--- config.mk ---
export PLATFORM = sky130hd
export DESIGN_NAME = fifo_rd_stream
export DESIGN_NICKNAME = d
export VERILOG_FILES = /design/src/rtl/fifo_rd_stream.sv
export SDC_FILE = /design/constraint.sdc
export NUM_CORES = 1
export LEC_CHECK = 0
export BUFFER_PORTS_ARGS = -buffer_cell sky130_fd_sc_hd__clkbuf_2
export CAP_MARGIN = 30
export CORE_MARGIN = 10
export CORE_UTILIZATION = 45
export DETAILED_ROUTE_END_ITERATION = 8
export PLACE_DENSITY = 0.7
export SLEW_MARGIN = 40
export SYNTH_ARGS = -nofsm -noshare
export SYNTH_HDL_FRONTEND = slang
export SYNTH_SLANG_ARGS = --single-unit
--- constraint.sdc ---
create_clock -name i_r_clk -period 3.09 [get_ports i_r_clk]
set_clock_uncertainty 0.1 [all_clocks]
set_input_delay 0.1545 -clock i_r_clk [delete_from_list [all_inputs] [get_ports i_r_clk]]
set_output_delay 0.1545 -clock i_r_clk [all_outputs]
set_load 0.005 [all_outputs]
--- src/rtl/fifo_rd_stream.sv ---
// Read-side output stage of the async FIFO: pops words while space exists, captures the
// registered memory data into a 3-entry buffer and drains it on a valid/ready stream.
module fifo_rd_stream #(
  parameter int unsigned DATA_WIDTH = 8
) (
  input  logic                  i_r_clk,
  input  logic                  i_rst_n,
  input  logic                  i_r_empty,
  output logic                  o_r_inc,
  input  logic [DATA_WIDTH-1:0] i_rd_data,
  output logic                  o_out_valid,
  input  logic                  i_out_ready,
  output logic [DATA_WIDTH-1:0] o_out_data,
  output logic [1:0]            o_buf_cnt
);

  logic [1:0]            cnt_q, cnt_d;
  logic [1:0]            wr_idx_q, wr_idx_d;
  logic [1:0]            rd_idx_q, rd_idx_d;
  logic                  inflight_q, inflight_d;
  logic [DATA_WIDTH-1:0] buf_q [3];
  logic [2:0]            occupancy;
  logic                  pop_fire;
  logic                  deq_fire;

  function automatic logic [1:0] wrap_inc(input logic [1:0] idx);
    return (idx == 2'd2) ? 2'd0 : idx + 2'd1;
  endfunction

  // Reserve a slot for the word still in flight so the buffer can never overflow.
  assign occupancy   = {1'b0, cnt_q} + {2'b00, inflight_q};
  assign o_r_inc     = i_rst_n & ~i_r_empty & (occupancy < 3'd3);
  assign pop_fire    = o_r_inc & ~i_r_empty;
  assign o_out_valid = (cnt_q != 2'd0);
  assign deq_fire    = o_out_valid & i_out_ready;
  assign o_out_data  = buf_q[rd_idx_q];
  assign o_buf_cnt   = cnt_q;

  always_comb begin
    cnt_d      = cnt_q;
    wr_idx_d   = wr_idx_q;
    rd_idx_d   = rd_idx_q;
    inflight_d = pop_fire;
    if (inflight_q) begin
      wr_idx_d = wrap_inc(wr_idx_q);
    end
    if (deq_fire) begin
      rd_idx_d = wrap_inc(rd_idx_q);
    end
    if (inflight_q && !deq_fire) begin
      cnt_d = cnt_q + 2'd1;
    end else if (!inflight_q && deq_fire) begin
      cnt_d = cnt_q - 2'd1;
    end
  end

  always_ff @(posedge i_r_clk or negedge i_rst_n) begin
    if (!i_rst_n) begin
      cnt_q      <= 2'd0;
      wr_idx_q   <= 2'd0;
      rd_idx_q   <= 2'd0;
      inflight_q <= 1'b0;
    end else begin
      cnt_q      <= cnt_d;
      wr_idx_q   <= wr_idx_d;
      rd_idx_q   <= rd_idx_d;
      inflight_q <= inflight_d;
    end
  end

  // Storage carries no reset; validity is tracked entirely by cnt_q.
  always_ff @(posedge i_r_clk) begin
    if (inflight_q) begin
      buf_q[wr_idx_q] <= i_rd_data;
    end
  end

  a_no_overflow: assert property (@(posedge i_r_clk) disable iff (!i_rst_n)
    !(inflight_q && (cnt_q == 2'd3)));

endmodule

Yosys cells after proc, flatten, opt, wreduce, memory -nomap -nowiden:

Memory sizes are Yosys's and may differ from the RTL's.
Cells that the tools add are included.

* flip-flop bits (word level): 7
* bits in latches: 0
* RAM bits: 24
* ROM bits: 0
* input port bits: 12
* output and inout bits: 12
* memories kept: 1

Memories
* buf_q: words 3, width 8, rd ports 1, clocked after Yosys merged registers in 0, write ports 1, line 21 `logic [DATA_WIDTH-1:0] buf_q [3];`

* add/sub/neg operators: 5
* multipliers: 0
* divide/modulo/power cells: 0
* order comparisons: 1
* eq/ne operators: 2
* shifts and indexed selects: 0
* mux-type cells: 6
* bitwise gates (word level): 5
* reductions and logical operators: 6

Operators by type and width (count)
* 2-bit 2-to-1 mux: 4
* 2-bit by 1-bit adder with 2-bit output, second input constant: 3
* 1-bit AND: 4
* 2-bit equality test, second input constant: 2
* 2-bit nonzero test: 2
* 2-bit by 1-bit adder with 3-bit output: 1
* 3-bit by 2-bit < comparator with 1-bit output, second input constant: 1
* 1-bit logical AND: 2
* 1-bit zero test: 2
* 1-bit 2-to-1 mux: 2
* 2-bit by 1-bit subtractor with 2-bit output, second input constant: 1
* 1-bit NOT: 1

Longest topological paths before layout:

* depth in word-level cells: 5
* mapped depth: 5

Worst setup path before layout:

OpenSTA, ideal clock, no wires.

* kind: register to output
* from: register cnt_q[0] (netlist: o_buf_cnt[0])
* to: output o_r_inc
* arrival: 1.375 ns
* required time: 2.836 ns
* slack: 1.460 ns
* cell stages (with the launch flop): 4
* path buffers: 0
* cells stage by stage: dfrtp_1 -> ha_1 -> ha_1 -> a2111oi_1

* longest elaborated chain between the ends: 3

RTL lines
* start: declaration: line 17 `logic [1:0] cnt_q, cnt_d;`
* start signal: assignment: line 64 `cnt_q <= cnt_d;`
* 2-bit by 1-bit adder with 3-bit output: line 31 `assign occupancy = {1'b0, cnt_q} + {2'b00, inflight_q};`
* 3-bit by 2-bit < comparator with 1-bit output: line 32 `assign o_r_inc = i_rst_n & ~i_r_empty & (occupancy < 3'd3);`
* 1-bit AND: line 32
* end: declaration: line 9 `output logic o_r_inc,`

Every way passes these cells.

Final worst setup path:

Same ends and word-level chain as after synthesis.

==> metrics.md <==
| Metric | Value |
|---|---|
| Syn Nets | 97 |
| Hold EP | rd_idx_q[1]$_DFFE_PN0P_ |
| Hold Path Depth | 3 |
| Seq/Total Area, Yosys | 71.8% |
| Final Critical Period | 2.14 ns |
| Crit path launch type | flip-flop |
| Gr ovfl total | 0 |
| Most common cell after layout, fill and taps aside | edfxtp_1 |
| Crit share post-route | 69.3% |
| # rows | 19 |
| Largest net degree at the start of global routing | 20 |
| Clock Sink Count | 31 |
| ANT nets after route | 0 |
| Fraction of layout cells with a size suffix above 1 | 27.3% |
| Comb pwr share | 27.5% |
| CORE AREA | 0.00271 mm2 |
| Setup CP Type | reg2out |
| Pwr per Cell Area | 776 mW/mm2 |
| First-pass GRT wire length | 3740 um |
| Max-cap violation count | 0 |
| # IOs | 24 |
| Die width | 72.7 um |
| Area delta synth->final | 23.9% |
| Final Util | 57.0% |
| Vias | 768 |
| Synthesis Warnings | 0 |
| Sw Share | 31.6% |
| Clk slew on worst S/H paths | 0.09 ns |
| Final setup violation count | 0 |
| Die ar. | 0.00528 mm2 |
| Wirelength per Cell | 14.2 um |
| Yosys top cell by area | edfxtp_1 |
| CP Data Required Time | 2.84 ns |
| Drt drc | 0 |
| Worst Path Arrival | 1.89 ns |
| Maximum vdd ir drop | 0.000494 V |
| Part of the power in registers | 52.8% |
| Clock power frac | 19.7% |
| TritonCTS clock tree | done |
| CP Max Fanout | 6 |
| WHS | 0.0260 ns |
| Input/output buffers | 23 |
| Flop2flop setup slack | 1.37 ns |
| Synth area leaders | edfxtp_1, dfrtp_1, mux2i_1 |
| Hold crit path type | in2reg |
| Initial antenna violation count | 0 |
| Worst Max-Slew Pin Slew | 0.813 ns |
| Root Driver | clkbuf_4 |
| Max Freq | 467 MHz |
| Hold path startpoint | i_out_ready |
| Synthesized area | 0.00125 mm2 |
| Overall routing resource usage | 9.34% |
| Htree depth | 2 |
| Mapped Cells | 82 |
| Int Power | 0.000820 W |
| Leak | 0.637 nW |
| Drt pass-1 iters | 4 |
| Number of buffers created by CTS | 5 |
| DP HPWL | 1520 um |
| Vias/cell | 5.05 |
| Worst-Skew Late Latency | 0.32 ns |
| Final hold vios | 0 |
| Slew Viols, Final | 0 |
| Most frequent cells in the layout | edfxtp_1, clkbuf_2, nand2_1, dlygate4sd3_1, o21ai_1 |
| Reg2reg end | buf_q[2][7]$_DFFE_PP_ |
| Synth top area share | 57.8% |
| Initial core utilization | 46.0% |
| Synthesized flop and latch total | 31 |
| FF-to-FF Start | inflight_q$_DFF_PN0_ |
| Die Ht | 72.7 um |
| Layout Nets | 135 |
| Avg Cell Area, Syn | 15.2 um2 |
| Vias in the first global route | 791 |
| 1st-iter DRT viols | 18 |
| Status | complete, no violations |
| Synth unique cells | 21 |
| WL final | 2160 um |
| Reg2Reg Depth | 3 |
| Gpl congestion | 0.736 |
| Crit path capture type | output port |
| Slew margin rel. | 45.6% |
| Final setup TNS | 0 ns |
| RSZ-0062 raised after global routing | no |
| N_diodes | 0 |
| Clock Tree Buf Depth | 2 |
| Psw | 0.000379 W |
==> sequential cells by signal, indices dropped and copies added (netlist names) <==
| register | flops |
|---|---|
| buf_q | 24 |
| wr_idx_q | 2 |
| o_buf_cnt | 2 |
| rd_idx_q | 2 |
| inflight_q | 1 |
==> power groups by stage <==
stage,clock [W],sequential (W),combinational [W]
final,0.000236,0.000634,0.000330
after floorplan,0,0.000585,0.000262
after CTS,0.000244,0.000637,0.000341
after global placement,0,0.000638,0.000320
after global routing,0.000265,0.000653,0.000377
after detailed placement,0,0.000644,0.000331
==> synthesized netlist by cell type <==
| cell type | instances |
|---|---|
| buf_4 | 1 |
| buf_2 | 1 |
| nor3b_1 | 1 |
| edfxtp_1 | 24 |
| nand2b_1 | 1 |
| nor2_1 | 2 |
| o21ai_1 | 9 |
| buf_6 | 1 |
| dfrtp_1 | 7 |
| xor2_1 | 2 |
| nand2_1 | 10 |
| or2_1 | 1 |
| o21ai_2 | 1 |
| a2111oi_1 | 2 |
| mux2i_1 | 8 |
| nor3_2 | 1 |
| inv_1 | 2 |
| xnor2_1 | 1 |
| nor3_1 | 1 |
| a21o_1 | 3 |
| ha_1 | 3 |
==> stage by stage <==
stage,worst slack [ns],cells,cell area (um2),power (W)
final,0.949,152,1550,0.00120
after global routing,0.847,152,1550,0.00130
after CTS,0.899,152,1550,0.00122
after detailed placement,1.26,134,1390,0.000976
after global placement,1.34,134,1390,0.000958
after floorplan,1.46,82,1250,0.000848
==> metal layers <==
layer  vias up  track usage [%]  share of wire (%)
met5         -                0                  0
met4         0             4.43                1.5
met3         5             5.03                7.0
met2        14             15.8                 53
met1       367             9.11                 38
li1        382                -                  -
==> logic make-up after synthesis <==
logic type      count (synthesis)  synth area share (%)
compound gates                 15                  7.72
xor+xnor                        3                  2.11
fa+ha+maj                       3                  3.01
buf+inv                         5                  2.51
flops                          31                  71.8
mux                             8                  6.42
simple gates                   17                  6.42
==> worst max-delay path, cell delays in order (launching register included) <==
cell	delay (ns)
dfrtp_1	0.47
ha_1	0.24
ha_1	0.29
a2111oi_1	0.39
clkbuf_2	0.18
==> layout make-up <==
cell class | count | area [um2]
fillers | 239 | 1160
flip-flops and latches | 31 | 896
multi-input cells | 46 | 320
repair buffers | 34 | 223
clock buffers | 7 | 55.1
well taps | 31 | 38.8
inverters | 2 | 7.51
clock inverters | 1 | 5.00
==> worst max-delay path by stage <==
| stage | startpoint | end | slack (ns) | cells past startpoint |
|---|---|---|---|---|
| 4_1_cts | o_buf_cnt[0]$_DFFE_PN0P_ | o_r_inc | 0.90 | 4 |
| 3_3_place_gp | o_buf_cnt[0]$_DFFE_PN0P_ | o_r_inc | 1.34 | 4 |
| 3_5_place_dp | o_buf_cnt[0]$_DFFE_PN0P_ | o_r_inc | 1.26 | 4 |
| 2_1_floorplan | o_buf_cnt[0]$_DFFE_PN0P_ | o_r_inc | 1.46 | 3 |
| 6_report | o_buf_cnt[0]$_DFFE_PN0P_ | o_r_inc | 0.95 | 4 |
| 5_1_grt | o_buf_cnt[0]$_DFFE_PN0P_ | o_r_inc | 0.85 | 4 |
==> what timing repair did <==
item | CTS | global route
endpoints found under the hold margin | 32 | 0
resized for setup | 0 | 0
hold buffers | 10 | 0
setup buffers | 0 | 0
Note: power is estimated with default switching activity, not from simulation.
